`src/rtl/sel8_pkg.sv`:
```
// Shared widths and FSM state encoding for the sel8_scan block.
package sel8_pkg;
  localparam int SEL_W  = 3;
  localparam int DATA_W = 8;

  typedef enum logic [1:0] {
    IDLE = 2'd0,
    SCAN = 2'd1,
    DONE = 2'd2
  } state_t;
endpackage

```
`src/rtl/sel8_prescaler.sv`:
```
// Step-tick generator: while enabled, pulses tick once every DIV cycles.
// Counter restarts from zero on clear so every scan step is a full DIV long.
module sel8_prescaler #(
  parameter int DIV = 4
) (
  input  logic clk,
  input  logic rst,
  input  logic clear,
  input  logic en,
  output logic tick
);
  localparam int CW = (DIV > 1) ? $clog2(DIV) : 1;

  logic [CW-1:0] cnt;

  assign tick = en && (cnt == CW'(DIV - 1));

  // Explicit wrap on tick keeps non-power-of-two divisors exact.
  always_ff @(posedge clk) begin
    if (rst || clear) begin
      cnt <= '0;
    end else if (en) begin
      cnt <= tick ? '0 : cnt + CW'(1);
    end
  end
endmodule

```
`src/rtl/sel8_scan.sv`:
```
// Captures a word on start and walks sel 0..7 over it with EN high, then pulses done.
// Optional macro SEL8_SCAN_PRESCALE_EN stretches each step to PRESCALE_DIV cycles.
module sel8_scan
  import sel8_pkg::*;
#(
  parameter int PRESCALE_DIV = 4
) (
  input  logic              clk,
  input  logic              rst,
  input  logic              start,
  input  logic              stop,
  input  logic [DATA_W-1:0] data_in,
  output logic [DATA_W-1:0] word_out,
  output logic [SEL_W-1:0]  sel,
  output logic              EN,
  output logic              busy,
  output logic              done
);
  state_t state;
  logic   step;

  if (PRESCALE_DIV < 2 || PRESCALE_DIV > 16) begin : g_bad_div
    $error("sel8_scan: PRESCALE_DIV must be within 2..16");
  end

`ifdef SEL8_SCAN_PRESCALE_EN
  logic pre_clear;

  assign pre_clear = ((state == IDLE) && start && !stop) || ((state == SCAN) && stop);

  sel8_prescaler #(
    .DIV (PRESCALE_DIV)
  ) u_prescaler (
    .clk   (clk),
    .rst   (rst),
    .clear (pre_clear),
    .en    (state == SCAN),
    .tick  (step)
  );
`else
  assign step = 1'b1;
`endif

  always_ff @(posedge clk) begin
    if (rst) begin
      state    <= IDLE;
      word_out <= '0;
      sel      <= '0;
      EN       <= 1'b0;
      busy     <= 1'b0;
      done     <= 1'b0;
    end else begin
      case (state)
        IDLE: begin
          done <= 1'b0;
          // stop dominates a simultaneous start
          if (start && !stop) begin
            word_out <= data_in;
            sel      <= '0;
            EN       <= 1'b1;
            busy     <= 1'b1;
            state    <= SCAN;
          end
        end
        SCAN: begin
          if (stop) begin
            sel   <= '0;
            EN    <= 1'b0;
            busy  <= 1'b0;
            state <= IDLE;
          end else if (step) begin
            if (sel == {SEL_W{1'b1}}) begin
              sel   <= '0;
              EN    <= 1'b0;
              busy  <= 1'b0;
              done  <= 1'b1;
              state <= DONE;
            end else begin
              sel <= sel + SEL_W'(1);
            end
          end
        end
        DONE: begin
          done  <= 1'b0;
          state <= IDLE;
        end
        default: begin
          sel   <= '0;
          EN    <= 1'b0;
          busy  <= 1'b0;
          done  <= 1'b0;
          state <= IDLE;
        end
      endcase
    end
  end
endmodule

```
`config.mk`:
```
export PLATFORM = sky130hd
export DESIGN_NAME = sel8_scan
export DESIGN_NICKNAME = d
export VERILOG_FILES = /design/src/rtl/sel8_pkg.sv /design/src/rtl/sel8_prescaler.sv /design/src/rtl/sel8_scan.sv
export SDC_FILE = /design/constraint.sdc
export NUM_CORES = 1
export LEC_CHECK = 0
export CORE_MARGIN = 4
export CORE_UTILIZATION = 43
export DETAILED_ROUTE_END_ITERATION = 10
export PLACE_DENSITY = 0.77
export SYNTH_ARGS = -nofsm -noshare
export SYNTH_HDL_FRONTEND = slang
export SYNTH_HIERARCHICAL = 1
export SYNTH_SLANG_ARGS = --single-unit
```
`constraint.sdc`:
```
create_clock -name clk -period 3.55 [get_ports clk]
set_input_delay 0.355 -clock clk [delete_from_list [all_inputs] [get_ports clk]]
set_output_delay 0.355 -clock clk [all_outputs]
set_load 0.01 [all_outputs]
```
==> flow_metrics.tcl <==
set metrics [dict create \
    core_mm2 0.00133 \
    use_met1_pct 19.9 \
    max_freq_mhz 614 \
    rr_startpoint "state[1]" \
    synth-seq-area-share_pct 48.6 \
    power.density_mw_per_mm2 366 \
    setup_violations 0 \
    outcome "finished clean" \
    critPathMaxFanout 8 \
    startpoint "stop" \
    endpoint_kind "flop" \
    crit_end "word_out[0]" \
    clk_latency_ns 0.29 \
    post_cts_buffers 0 \
    num_vias 566 \
    vdd_ir_drop_max_mv 0.271 \
    grtUsageTotal_pct 16.1 \
    viasPerCell 5.19 \
    drc 0 \
    syn_area_um2 618 \
    rsz0062_at_grt "no" \
    syn_nets 84 \
    drtIter0Drc 10 \
    ctsResizeCount 0 \
    n_antenna_cell 0 \
    synth_area_leaders "dfxtp_1, nand2_1, a21oi_1" \
    r2r_end "word_out[0]" \
    clock-sinks 15 \
    grt_pass1_vias 564 \
    grt_max_degree 16 \
    reg2reg_depth 3 \
    regArea_um2 300 \
    wirelength_um 1430 \
    synthAdderAreaFrac_pct 4.05 \
    placed_area_um2 855 \
    cts_tree "yes" \
    synth_edf_count 0 \
    synth_compound_gate_area_share_pct 13.0 \
    yosys_register_bits 15 \
    drv_slew 0 \
    critPathLaunchType "primary input" \
    rows 13 \
    die_height_um 45.9 \
    detail-route-antenna-nets 0 \
    postLayoutCellArea_um2 881 \
    drv_cap 0 \
    clockBufferDepth 2 \
    clock_skew_ns 0.00495 \
    dpl.hpwl_um 1040 \
    fin_crit_sh_pct 45.9 \
    use_met3_pct 3.16 \
    worstHoldPathCells 2 \
    setup-tns-final_ns 0 \
    yosys.area_share.simple_pct 25.7 \
    start_util_pct 46.3 \
    synthTopCellsByCount "nand2_1, dfxtp_1, a21oi_1" \
    reg2reg_slack_ns 2.12 \
    grt_first_pass_wirelength_um 2420 \
    synth.most_common_cell "nand2_1" \
    cts_buffers 3 \
    tightest_slew_ns 0.529 \
    synth_top_family_by_area "simple AND/OR/NAND/NOR gates" \
    busiest_layer "met2" \
    synthFlopType "dfxtp_1" \
    crit_arrival_ns 1.79 \
    cp.required_ns 3.71 \
    hold_path.class "reg -> reg" \
    layout-drive-gt1-share_pct 5.32 \
    p_leak_uw 0.000328 \
    cts.htree.levels 1 \
    multiInputGateArea_um2 274 \
    synth-xor-area-share_pct 0 \
    overflow 0 \
    synth_cells 70 \
    muxShareOfSynthArea_pct 1.62 \
    port_buffers 25 \
    synth_top_cell_by_area "dfxtp_1" \
    area_delta_synth_final_pct 42.5 \
    fillerInstances 113 \
    synth_cell_type_count 22 \
    crit_type "in -> reg" \
    ys_warn_count 6 \
    clk_pin_slew_ns 0.09 \
    fin_crit_ns 1.63 \
    wl_per_cell_um 13.1 \
    ioPinCount 26 \
    synth_top_area_share_pct 48.6 \
    synthArstFlopShare_pct 0 \
    hold_buffers 0 \
    antenna_found_initial 0 \
    root_buffer "clkbuf_4" \
    slew_headroom_pct 64.6 \
    die_area_mm2 0.00211 \
    grtUsageMet2_pct 23.6 \
    synth_area_per_cell_um2 8.83 \
    final_nets 109 \
    drtPass1Iterations 4 \
    place_congestion 0.753 \
    die_w_um 45.9 \
    finalHoldViolations 0 \
]
power breakdown:
group          total, uW  switching, uW  internal, uW
clock network       97.9           54.2          43.7
logic               46.8           19.6          27.2
registers            178           3.93           174
placed cells by master, fill, tap and decap left out, types with 2 or more instances in the layout:
cell / count
clkdlybuf4s50_1: 25
nand2_1: 16
dfxtp_1: 15
a21oi_1: 11
nor2_1: 4
clkbuf_4: 3
inv_1: 2
nor4_1: 2
nand3_1: 2
a32oi_1: 2
ha_1: 2
registers in the layout, indices dropped and copies added (netlist names):
name / flops
state: 2
word_out: 8
sel: 3
done: 1
busy: 1
critical path, stage by stage:
cell and delay [ns]:
clkdlybuf4s50_1 0.56, or4b_1 0.68, nand2_1 0.13, a21oi_1 0.07
layer usage:
layer / part of all wire, % / routed length, um
met4: 3.1 / 44
met2: 44 / 624
met3: 9.7 / 139
met5: 0 / 0
met1: 43 / 620
per-stage QoR:
step / util, % / cells / power, uW / hold WS, ns / setup slack (ns)
final: 66.0 / 109 / 323 / 0.461 / 1.92
after global routing: 66.0 / 109 / 334 / 0.484 / 1.85
after CTS: 66.0 / 109 / 325 / 0.465 / 1.91
after detailed placement: 64.1 / 105 / 229 / 0.453 / 1.61
after global placement: 64.1 / 105 / 228 / 0.443 / 1.66
after floorplan: - / 70 / 202 / 0.424 / 2.20
how the worst min path moves through the flow:
stage | startpoint | end | slack, ns
6_report | word_out[3] | word_out[3] | 0.46
4_1_cts | word_out[3] | word_out[3] | 0.46
3_3_place_gp | word_out[0] | word_out[0] | 0.44
3_5_place_dp | word_out[1] | word_out[1] | 0.45
2_1_floorplan | rst | word_out[3] | 0.42
5_1_grt | word_out[1] | word_out[1] | 0.48
cell families after synthesis:
family                     Yosys count
DFF                                 15
adders and majority gates            2
muxes                                1
AOI/OAI and AO/OA                   14
buffers and inverters                8
and+or+nand+nor                     30
area by class of cell:
type | instances | area share (%)
clock buffers | 4 | 2.98
repair buffers | 25 | 28.4
multi-input cells | 47 | 31.1
flip-flops and latches | 15 | 34.1
inverters | 3 | 1.28
well taps | 15 | 2.13
Note: power is estimated with default switching activity, not from simulation.
